===== src/rtl/mat_pkg.sv =====
// rtl/mat_pkg.sv - shared 4x4 matrix constants, packing helper and streaming FSM states
package mat_pkg;

    localparam int MAT_DIM   = 4;
    localparam int MAT_ELEMS = MAT_DIM * MAT_DIM;

    typedef enum logic {
        IDLE   = 1'b0,
        STREAM = 1'b1
    } mat_state_e;

    // LSB offset of element [r][c]; [0][0] sits in the MSBs of the packed bus.
    function automatic int elem_lsb(input int r, input int c, input int elem_w);
        return elem_w * (MAT_ELEMS - 1 - (MAT_DIM * r + c));
    endfunction

endpackage


===== src/rtl/mat_elem_sel.sv =====
// rtl/mat_elem_sel.sv - combinational 16:1 element mux over a packed 4x4 matrix
module mat_elem_sel
    import mat_pkg::*;
#(
    parameter int ELEM_W = 8
) (
    input  logic [MAT_ELEMS*ELEM_W-1:0] mat,
    input  logic [1:0]                  row,
    input  logic [1:0]                  col,
    output logic [ELEM_W-1:0]           elem
);

    always_comb begin
        elem = '0;
        for (int r = 0; r < MAT_DIM; r++) begin
            for (int c = 0; c < MAT_DIM; c++) begin
                if (row == r[1:0] && col == c[1:0]) begin
                    elem = mat[elem_lsb(r, c, ELEM_W) +: ELEM_W];
                end
            end
        end
    end

endmodule


===== src/rtl/mat_stream_tx.sv =====
// rtl/mat_stream_tx.sv - captures a packed 4x4 matrix and streams it one tagged element per beat
module mat_stream_tx
    import mat_pkg::*;
#(
    parameter int ELEM_W = 8,
    parameter int CNT_W  = 16
) (
    input  logic                        clk,
    input  logic                        rst_n,
    input  logic [MAT_ELEMS*ELEM_W-1:0] in_mat,
    input  logic                        in_transpose,
    input  logic                        in_valid,
    output logic                        in_ready,
    output logic [ELEM_W-1:0]           out_data,
    output logic [1:0]                  out_row,
    output logic [1:0]                  out_col,
    output logic                        out_last,
    output logic                        out_valid,
    input  logic                        out_ready,
    output logic                        busy,
    output logic [CNT_W-1:0]            mat_count
);

    localparam int MAT_W = MAT_ELEMS * ELEM_W;

    mat_state_e       state_q, state_d;
    logic [3:0]       idx_q, idx_d;
    logic [MAT_W-1:0] hold_q, hold_d;
    logic             tr_q, tr_d;
    logic [CNT_W-1:0] mat_count_q, mat_count_d;

    logic out_fire;
    logic in_fire;

    always_comb begin
        out_valid = (state_q == STREAM);
        out_last  = out_valid && (idx_q == 4'hF);
        out_fire  = out_valid && out_ready;
        // Refilling on the final beat keeps consecutive matrices bubble-free.
        in_ready  = !out_valid || (out_fire && out_last);
        in_fire   = in_valid && in_ready;
        busy      = out_valid;
        mat_count = mat_count_q;
        out_row   = tr_q ? idx_q[1:0] : idx_q[3:2];
        out_col   = tr_q ? idx_q[3:2] : idx_q[1:0];
    end

    mat_elem_sel #(
        .ELEM_W (ELEM_W)
    ) u_elem_sel (
        .mat  (hold_q),
        .row  (out_row),
        .col  (out_col),
        .elem (out_data)
    );

    always_comb begin
        state_d     = state_q;
        idx_d       = idx_q;
        hold_d      = hold_q;
        tr_d        = tr_q;
        mat_count_d = mat_count_q;
        if (out_fire) begin
            idx_d = idx_q + 4'd1;
            if (out_last) begin
                mat_count_d = mat_count_q + 1'b1;
                state_d     = IDLE;
            end
        end
        if (in_fire) begin
            hold_d  = in_mat;
            tr_d    = in_transpose;
            idx_d   = 4'd0;
            state_d = STREAM;
        end
    end

    always_ff @(posedge clk or negedge rst_n) begin
        if (!rst_n) begin
            state_q     <= IDLE;
            idx_q       <= 4'd0;
            hold_q      <= '0;
            tr_q        <= 1'b0;
            mat_count_q <= '0;
        end else begin
            state_q     <= state_d;
            idx_q       <= idx_d;
            hold_q      <= hold_d;
            tr_q        <= tr_d;
            mat_count_q <= mat_count_d;
        end
    end

endmodule


===== config.mk =====
export PLATFORM = sky130hd
export DESIGN_NAME = mat_stream_tx
export DESIGN_NICKNAME = d
export VERILOG_FILES = /design/src/rtl/mat_pkg.sv /design/src/rtl/mat_elem_sel.sv /design/src/rtl/mat_stream_tx.sv
export SDC_FILE = /design/constraint.sdc
export NUM_CORES = 1
export LEC_CHECK = 0
export ABC_AREA = 1
export CAP_MARGIN = 20
export CORE_ASPECT_RATIO = 1.4
export CORE_MARGIN = 2
export CORE_UTILIZATION = 35
export CTS_BUF_LIST = sky130_fd_sc_hd__clkbuf_2 sky130_fd_sc_hd__clkbuf_4 sky130_fd_sc_hd__clkbuf_8
export CTS_CLUSTER_SIZE = 30
export DETAILED_ROUTE_END_ITERATION = 16
export HOLD_SLACK_MARGIN = 0.08
export PLACE_DENSITY = 0.57
export SYNTH_ARGS = -nofsm -noshare
export SYNTH_HDL_FRONTEND = slang
export SYNTH_SLANG_ARGS = --single-unit
export TNS_END_PERCENT = 20

===== constraint.sdc =====
create_clock -name clk -period 3.65 [get_ports clk]
set_clock_uncertainty 0.05 [all_clocks]
set_input_delay 0.73 -clock clk [delete_from_list [all_inputs] [get_ports clk]]
set_output_delay 0.73 -clock clk [all_outputs]
set_load 0.05 [all_outputs]

==> results of run 1 <==
==> what timing repair did <==
action / in CTS / in global routing
pin swaps: 2 / 16
resized for setup: 5 / 39
buffers inserted: 0 / 6
cloned: 0 / 2
setup endpoints to repair: 8 / 8
==> per-stage QoR <==
stage          power, W  setup slack, ps  TNS, ps  instances
2_1_floorplan  0.004876            453.4        0        892
3_3_place_gp   0.006557            280.5        0       1282
3_5_place_dp   0.006613            154.5        0       1282
4_1_cts        0.008091            14.60        0       1314
5_1_grt        0.008889           -79.92   -244.1       1322
6_report       0.008334            138.8        0       1322
==> worst max-delay path, stage by stage, from the launching register on <==
cell and delay, ps:
dfrtp_2 480, inv_4 140, nand2_1 120, nand2_4 140
nand2_4 110, nor2_4 230, inv_1 90, or2_1 210
nand2_1 70, nand3_1 70, nand2_1 60, nand3_1 110
nand2_1 100, nand4_1 140, buf_12 190
==> power by group through the flow <==
stage | combinational, W | sequential [W] | clock [W]
after CTS | 0.00392 | 0.00271 | 0.00146
after global placement | 0.00383 | 0.00273 | 0
final | 0.00419 | 0.00271 | 0.00143
after global routing | 0.00456 | 0.00279 | 0.00154
after floorplan | 0.00222 | 0.00265 | 0
after detailed placement | 0.00389 | 0.00273 | 0
==> synthesized netlist by cell type, drive strengths merged (2+ instances only) <==
cell | instances | area (sq um)
a21oi | 10 | 50.05
ha | 2 | 25.02
nand3 | 41 | 220.2
dfrtp | 150 | 3754
clkbuf | 18 | 67.56
buf | 14 | 72.57
nand2 | 447 | 1688
xnor2 | 3 | 26.28
nor2 | 54 | 247.7
xor2 | 12 | 105.1
or2 | 2 | 12.52
inv | 63 | 236.5
o21ai | 34 | 170.2
nand4 | 27 | 183.9
nor3 | 12 | 82.58
==> flip-flops by register name, indices dropped and copies added, names as in the netlist <==
name	cells
tr_q	1
mat_count	16
idx_q	4
hold_q	128
busy	1
==> per-layer routing <==
| metal | vias to the layer above | wire length (microns) | track usage |
|---|---|---|---|
| li1 | 3101 | - | - |
| met1 | 2930 | 8840 | 0.2599 |
| met2 | 148 | 10320 | 0.3337 |
| met3 | 32 | 781 | 0.03933 |
| met4 | 0 | 594 | 0.07510 |
| met5 | - | 0 | 0 |
==> logic make-up after synthesis <==
logic type                 synth area share
AOI/OAI and AO/OA                   0.03290
xor gates and xnor gates            0.01888
adders and majority gates          0.003595
buffers and inverters               0.05465
DFF                                  0.5393
and+or+nand+nor                      0.3507
==> area by class of cell <==
cell class | instances | share of cell area
clock inverter | 12 | 0.01822
clock buffer | 20 | 0.02798
inverter | 64 | 0.02602
tap | 252 | 0.03279
multi-input combinational | 648 | 0.3109
timing repair buffer | 176 | 0.1935
sequential | 150 | 0.3906
==> path summary, 6_finish.rpt <==
check / cells after the start / to / start / slack [ps]
worst min register to register: 2 / hold_q[123] / hold_q[123] / 430
worst min-delay path: 1 / mat_count[3] / rst_n / 260
worst max register to register: 10 / hold_q[104] / idx_q[0] / 1300
min in group clk: 2 / hold_q[123] / hold_q[123] / 430
worst max-delay path: 14 / out_data[6] / tr_q / 140
max in group asynchronous: 2 / hold_q[12] / rst_n / 2420
==> results.json, run 1 <==
{
  "status": "finished clean",
  "yosysWarnings": 0,
  "port_buffers": 164,
  "max_freq_mhz": 284.8,
  "hold_viol_final": 0,
  "drive_gt1_frac": 0.1028,
  "synth_edf_count": 0,
  "power.switching_w": 0.003657,
  "max_slew_margin": 0.4771,
  "stdcell_area_sq_um": 9615,
  "p_int_w": 0.004677,
  "ys.flop_type": "dfrtp_1",
  "drt_iter0_drc": 316,
  "syn_area_sq_um": 6960,
  "ys_seq_area_frac": 0.5393,
  "postPlaceCellArea_sq_um": 8956,
  "start_util": 0.3535,
  "cp-end-kind": "output pin",
  "cts_hold_buf": 0,
  "postRouteAntennaNets": 0,
  "worstPathArrival_ps": 2730,
  "switching_share": 0.4388,
  "syn_to_final_growth_pct": 38.14,
  "die_h_microns": 170.9,
  "cts_made_buffers": 17,
  "clkSinkCount": 150,
  "p_comb_frac": 0.503,
  "dr.pass1.iters": 4,
  "num_io_pins": 165,
  "drcViolationCount": 0,
  "hold_path_class": "input pin to async pin",
  "power_frac_seq": 0.326,
  "clock_path_buffers": 2,
  "path_class": "flip-flop to output pin",
  "diodes": 0,
  "synth_cell_types": 28,
  "hpwl_microns": 14890,
  "insertion_delay_ps": 450,
  "tightestPinTransition_ps": 784.4,
  "final_common_cell": "nand2_1",
  "grt_max_degree": 99,
  "seqCellArea_sq_um": 3756,
  "finalCritPeriodShare": 0.9620,
  "layout.nets": 1192,
  "crit_fanout": 8,
  "p_leak_nw": 4.683,
  "crit_required_ps": 2870,
  "syn_nets": 1027,
  "grt_pass1_vias": 6208,
  "fill_cells": 1992,
  "drv_slew": 0,
  "routed_wl_microns": 20540,
  "drv_cap": 0,
  "pwr_density_cell_nw_per_um2": 866.8,
  "clockPowerShare": 0.171,
  "synth.avg_cell_area_sq_um": 7.803,
  "setup_viol": 0,
  "rsz0062_at_grt": "yes",
  "core_area_sq_um": 19690,
  "vias": 6211,
  "cp-start-kind": "flip-flop",
  "cts-root-buf": "clkbuf_8",
  "peakVddDrop_mv": 0.8239,
  "htreeDepth": 4,
  "hold_slack_ps": 264.6,
  "cts_tree": "built",
  "fp-row-count": 61,
  "clkSlewWorstSetupHoldPaths_ps": 80,
  "avgRoutedWirePerCell_microns": 15.54,
  "syn_inst": 892,
  "ys_seq_elements": 150,
  "multi_input_area_sq_um": 2989,
  "viasPerCell": 4.698,
  "post-route-util": 0.4883,
  "gr-total-overflow": 0,
  "async_reset_ff_frac": 1.000,
  "track_usage": 0.2018,
  "final_cell_mix": "nand2_1 (430), clkdlybuf4s50_1 (154), dfrtp_1 (148), inv_1 (57), nor2_1 (41)",
  "die_area_sq_um": 21050,
  "finalWeightedCongestion": 0.8540,
  "min_period_ps": 3511,
  "grt_pass1_wl_microns": 32470,
  "die_w_microns": 123.2,
  "antenna_found_initial": 0
}
No activity file was read; power rests on OpenSTA's default activity.
==> run 2: changes to the inputs <==
--- a/config.mk
+++ b/config.mk
@@ -9,12 +9,12 @@
 export CAP_MARGIN = 20
 export CORE_ASPECT_RATIO = 1.4
 export CORE_MARGIN = 2
-export CORE_UTILIZATION = 35
+export CORE_UTILIZATION = 40
 export CTS_BUF_LIST = sky130_fd_sc_hd__clkbuf_2 sky130_fd_sc_hd__clkbuf_4 sky130_fd_sc_hd__clkbuf_8
 export CTS_CLUSTER_SIZE = 30
 export DETAILED_ROUTE_END_ITERATION = 16
 export HOLD_SLACK_MARGIN = 0.08
-export PLACE_DENSITY = 0.57
+export PLACE_DENSITY = 0.63
 export SYNTH_ARGS = -nofsm -noshare
 export SYNTH_HDL_FRONTEND = slang
 export SYNTH_SLANG_ARGS = --single-unit
==> run 2 against run 1 <==
  * Die area decreased by 12%
  * Sequential cell count is the same
  * Cell count down 1.6%
  * Maximum frequency down 0.24%
  * Sequential share of layout area grew 0.43 points
  * Design area fell by 1.1%
==> results.json, run 2 (same netlist as run 1, synthesis figures left out) <==
{
  "setup_viol": 0,
  "core_area_sq_um": 17190,
  "num_io_pins": 165,
  "grt_pass1_wl_microns": 30240,
  "largest_register": "hold_q",
  "largest_register_ffs": 128,
  "finalCritPeriodShare": 0.9643,
  "tightestPinTransition_ps": 1058,
  "crit_fanout": 8,
  "track_usage": 0.2142,
  "gr-total-overflow": 0,
  "drt_iter0_drc": 328,
  "place_inst": 1267,
  "cp-start-kind": "flip-flop",
  "layout.nets": 1187,
  "clock_path_buffers": 2,
  "viasPerCell": 4.699,
  "cts_made_buffers": 17,
  "max_slew_margin": 0.2948,
  "dr.pass1.iters": 4,
  "path_class": "flip-flop to output pin",
  "hold_viol_final": 0,
  "syn_to_final_growth_pct": 36.58,
  "routed_wl_microns": 19260,
  "vias": 6114,
  "hpwl_microns": 13870,
  "drv_cap": 0,
  "drive_gt1_frac": 0.08826,
  "drv_slew": 0,
  "postRouteAntennaNets": 0,
  "cp-end-kind": "output pin",
  "htreeDepth": 4,
  "insertion_delay_ps": 460,
  "rsz0062_at_grt": "yes",
  "drcViolationCount": 0,
  "final_common_cell": "nand2_1",
  "diodes": 0,
  "min_period_ps": 3520,
  "status": "finished clean",
  "p_leak_nw": 4.657,
  "hold_path_class": "input pin to async pin",
  "avgRoutedWirePerCell_microns": 14.80,
  "grt_pass1_vias": 5848,
  "fp-row-count": 57,
  "final_cell_mix": "nand2_1 (436), clkdlybuf4s50_1 (154), dfrtp_1 (149), inv_1 (57), nor2_1 (43)",
  "antenna_found_initial": 0,
  "grt_max_degree": 161,
  "port_buffers": 164,
  "cts_tree": "built",
  "cts-root-buf": "clkbuf_8",
  "dp_slack_ps": 484.3,
  "pwr_density_cell_nw_per_um2": 871.2,
  "die_w_microns": 115.5,
  "clkSinkCount": 150,
  "clkSlewWorstSetupHoldPaths_ps": 90,
  "die_h_microns": 160.1,
  "worstPathArrival_ps": 2740,
  "final_cells": 1301,
  "tns_ps": 0,
  "peakVddDrop_mv": 0.4700,
  "hold_slack_ps": 109.6,
  "worst_slack_ps": 130.3,
  "crit_required_ps": 2870,
  "max_freq_mhz": 284.1,
  "post-route-util": 0.5531,
  "start_util": 0.4050,
  "die_area_sq_um": 18490,
  "finalWeightedCongestion": 0.8468
}
-- run 2: changes by cell type in the layout (fill, tap and decap cells not counted), moves of 2 or more --
cell,change
nor2_1,+2
bufinv_16,+2
nand3_2,-3
buf_4,-2
buf_12,-2
nor2_2,-3
nand2_4,-7
nand3_1,+3
nand2_1,+6
-- run 2: layout make-up --
| cell class | instances | area [sq um] |
|---|---|---|
| Multi-Input combinational cell | 647 | 2917 |
| Sequential cell | 150 | 3755 |
| Inverter | 64 | 246.5 |
| Clock buffer | 19 | 261.5 |
| Timing Repair Buffer | 172 | 1805 |
| Clock inverter | 13 | 226.5 |
| Fill cell | 1704 | 7681 |
| Tap cell | 236 | 295.3 |
-- run 2: metal layers --
layer / share of wire / vias to the layer above / global-route usage
met5: 0 / - / 0
met4: 0.031 / 0 / 0.08872
met3: 0.041 / 35 / 0.04213
met2: 0.50 / 169 / 0.3472
met1: 0.43 / 2828 / 0.2784
li1: - / 3082 / -
-- run 2: worst paths after layout --
kind	slack [ps]	cells past startpoint	start	endpoint
hold / removal	110	1	rst_n	mat_count[4]
min in group clk	420	1	mat_count[15]	mat_count[15]
setup / recovery	130	14	idx_q[3]	out_data[7]
setup reg to reg	1200	9	idx_q[0]	idx_q[3]
hold reg to reg	420	1	mat_count[15]	mat_count[15]
max in group asynchronous	2620	2	rst_n	hold_q[21]
-- run 2: worst max-delay path: stages (launching register included) --
cell	delay, ps
dfrtp_1	430
inv_1	90
nand2_1	100
nand2_2	110
nand2_4	120
clkinvlp_4	160
nand3_1	100
nand3_1	110
nor2_1	110
nand4_1	80
nand2_1	100
nand4_1	140
nor3_1	230
nand4_1	180
buf_12	190
-- run 2: report_power, final --
group / switching [W] / internal, W / total (W) / leakage, nW
registers: 0.000399 / 0.00231 / 0.00271 / 1.87
clock network: 0.000634 / 0.000916 / 0.00155 / 0.238
logic: 0.00252 / 0.00150 / 0.00402 / 2.55
-- run 2: repair_timing --
action / CTS / global route
setup endpoints to repair: 3 / 8
hold buffers: 0 / 0
setup buffers: 2 / 0
cloned: 0 / 1
endpoints found under the hold margin: 0 / 0
pin swaps: 2 / 7
gates resized for setup: 3 / 23
-- run 2: stage by stage --
step	instance area [sq um]	total power [W]
6_report	9507	0.008282
5_1_grt	9507	0.008775
4_1_cts	9428	0.008176
3_5_place_dp	8919	0.006593
3_3_place_gp	8919	0.006520
2_1_floorplan	6960	0.004876
==> run 3: changes to the inputs <==
--- a/config.mk
+++ b/config.mk
@@ -7,14 +7,16 @@
 export LEC_CHECK = 0
 export ABC_AREA = 1
 export CAP_MARGIN = 20
+export CELL_PAD_IN_SITES_DETAIL_PLACEMENT = 1
+export CELL_PAD_IN_SITES_GLOBAL_PLACEMENT = 1
 export CORE_ASPECT_RATIO = 1.4
-export CORE_MARGIN = 2
+export CORE_MARGIN = 3
 export CORE_UTILIZATION = 40
 export CTS_BUF_LIST = sky130_fd_sc_hd__clkbuf_2 sky130_fd_sc_hd__clkbuf_4 sky130_fd_sc_hd__clkbuf_8
 export CTS_CLUSTER_SIZE = 30
 export DETAILED_ROUTE_END_ITERATION = 16
 export HOLD_SLACK_MARGIN = 0.08
-export PLACE_DENSITY = 0.63
+export PLACE_DENSITY = 0.84
 export SYNTH_ARGS = -nofsm -noshare
 export SYNTH_HDL_FRONTEND = slang
 export SYNTH_SLANG_ARGS = --single-unit
==> run 3 against run 2 <==
  * Routed wire length up 13%
  * Maximum frequency shrank 1.5%
  * Global-route usage grew 1.7 points
  * Setup slack got worse by 52 ps
  * Combinational power increased by 5.5%
  * Clock power about the same
  * Die area is 3.0% higher
  * Clock-buffer cell count is 5 higher
  * Design area increased by 1.1%
  * Sequential power is essentially flat
  * Largest cell class unchanged
  * Cell count up 0.38%
==> results.json, run 3 (same netlist as run 1, synthesis figures left out) <==
{
  "avgRoutedWirePerCell_microns": 16.69,
  "hold_path_class": "input pin to async pin",
  "die_h_microns": 162.1,
  "clock_path_buffers": 2,
  "fp-row-count": 56,
  "die_w_microns": 117.5,
  "dp_slack_ps": 383.9,
  "worst_slack_ps": 78.27,
  "antenna_found_initial": 0,
  "cp_slowest_cell": "dfrtp_2",
  "seqCellArea_sq_um": 3759,
  "port_buffers": 164,
  "dr.pass1.iters": 4,
  "peakVddDrop_mv": 0.9956,
  "p_leak_nw": 4.708,
  "fill_cells": 2039,
  "cts_hold_buf": 0,
  "crit_required_ps": 2870,
  "drive_gt1_frac": 0.1052,
  "path_common_cell": "nand4_1",
  "clkSlewWorstSetupHoldPaths_ps": 80,
  "critPathBufInv": 4,
  "cts-root-buf": "clkbuf_8",
  "routed_wl_microns": 21800,
  "htreeDepth": 4,
  "largest_register": "hold_q",
  "worstPathArrival_ps": 2790,
  "cts_tree": "built",
  "grt_pass1_wl_microns": 34760,
  "track_usage": 0.2313,
  "die_area_sq_um": 19040,
  "finalWeightedCongestion": 0.8777,
  "min_period_ps": 3572,
  "drv_slew": 0,
  "vias": 6412,
  "drcViolationCount": 0,
  "layout.nets": 1196,
  "max_stage_delay_ps": 460,
  "gr-total-overflow": 0,
  "hold_slack_ps": 262.8,
  "tightestPinTransition_ps": 1038,
  "rsz0062_at_grt": "yes",
  "crit_fanout": 8,
  "start_util": 0.4122,
  "core_area_sq_um": 16890,
  "drv_cap": 0,
  "largest_register_ffs": 128,
  "cp_top_family": "simple AND/OR/NAND/NOR gates",
  "syn_to_final_growth_pct": 38.06,
  "cp-start-kind": "flip-flop",
  "viasPerCell": 4.910,
  "crit_chain": "inv_4 -> nand2_1 -> nand2_2 -> nand2_4 -> clkinvlp_4 -> buf_6 -> nand3_1 -> nand3_1 -> nor2_1 -> nand4_1 -> nand2_2 -> nand4_1 -> nor3_2 -> nand4_1 -> buf_12",
  "max_slew_margin": 0.3079,
  "pwr_density_cell_nw_per_um2": 884.9,
  "drt_iter0_drc": 303,
  "path_class": "flip-flop to output pin",
  "cts_made_buffers": 17,
  "hpwl_microns": 15630,
  "grt_pass1_vias": 6869,
  "hold_viol_final": 0,
  "status": "finished clean",
  "cp-end-kind": "output pin",
  "setup_viol": 0,
  "insertion_delay_ps": 470,
  "finalCritPeriodShare": 0.9786,
  "final_cell_mix": "nand2_1 (434), clkdlybuf4s50_1 (154), dfrtp_1 (146), inv_1 (56), nor2_1 (42)",
  "tns_ps": 0,
  "grt_max_degree": 161,
  "diodes": 0,
  "num_io_pins": 165,
  "postRouteAntennaNets": 0,
  "clkSinkCount": 150,
  "max_freq_mhz": 280.0,
  "final_common_cell": "nand2_1",
  "multi_input_area_sq_um": 2954
}
run 3: final cells by class:
type	instances	share of cell area
repair buffers	181	0.1953
multi-input cells	647	0.3074
clock buffers	24	0.03242
flip-flops and latches	150	0.3911
well taps	232	0.03021
clock inverters	8	0.01745
inverters	64	0.02604
run 3: final timing paths:
path | from | slack [ps] | to | cells past startpoint
min in group clk | mat_count[15] | 420 | mat_count[15] | 1
max in group asynchronous | rst_n | 2450 | hold_q[110] | 2
worst max register to register | idx_q[0] | 1170 | idx_q[3] | 9
worst min register to register | mat_count[15] | 420 | mat_count[15] | 1
worst max-delay path | tr_q | 80 | out_data[0] | 15
worst min-delay path | rst_n | 260 | mat_count[4] | 1
run 3: metal layers:
metal	global-route usage	routed length [microns]
met1	0.2761	8748
met2	0.4187	11640
met3	0.03657	866
met4	0.09227	539
met5	0	0
run 3: report_power, final:
part | leakage, nW | internal, W | switching [W]
registers | 1.86 | 0.00232 | 0.000421
logic | 2.60 | 0.00159 | 0.00265
clock network | 0.243 | 0.000908 | 0.000617
run 3: metrics by stage:
step / cell area [sq um] / utilization / total power, W / instances
floorplan: 6960 / - / 0.004876 / 892
global placement: 8914 / 0.5279 / 0.006537 / 1263
detailed placement: 8914 / 0.5279 / 0.006677 / 1263
CTS: 9428 / 0.5583 / 0.008291 / 1295
global route: 9609 / 0.5691 / 0.009041 / 1306
finish: 9609 / 0.5691 / 0.008504 / 1306
run 3: repair_timing:
item,4_1_cts,5_1_grt
cloned,0,1
pin swaps,1,9
buffers inserted,0,11
gates resized for setup,9,31
endpoints found under the setup margin,7,8
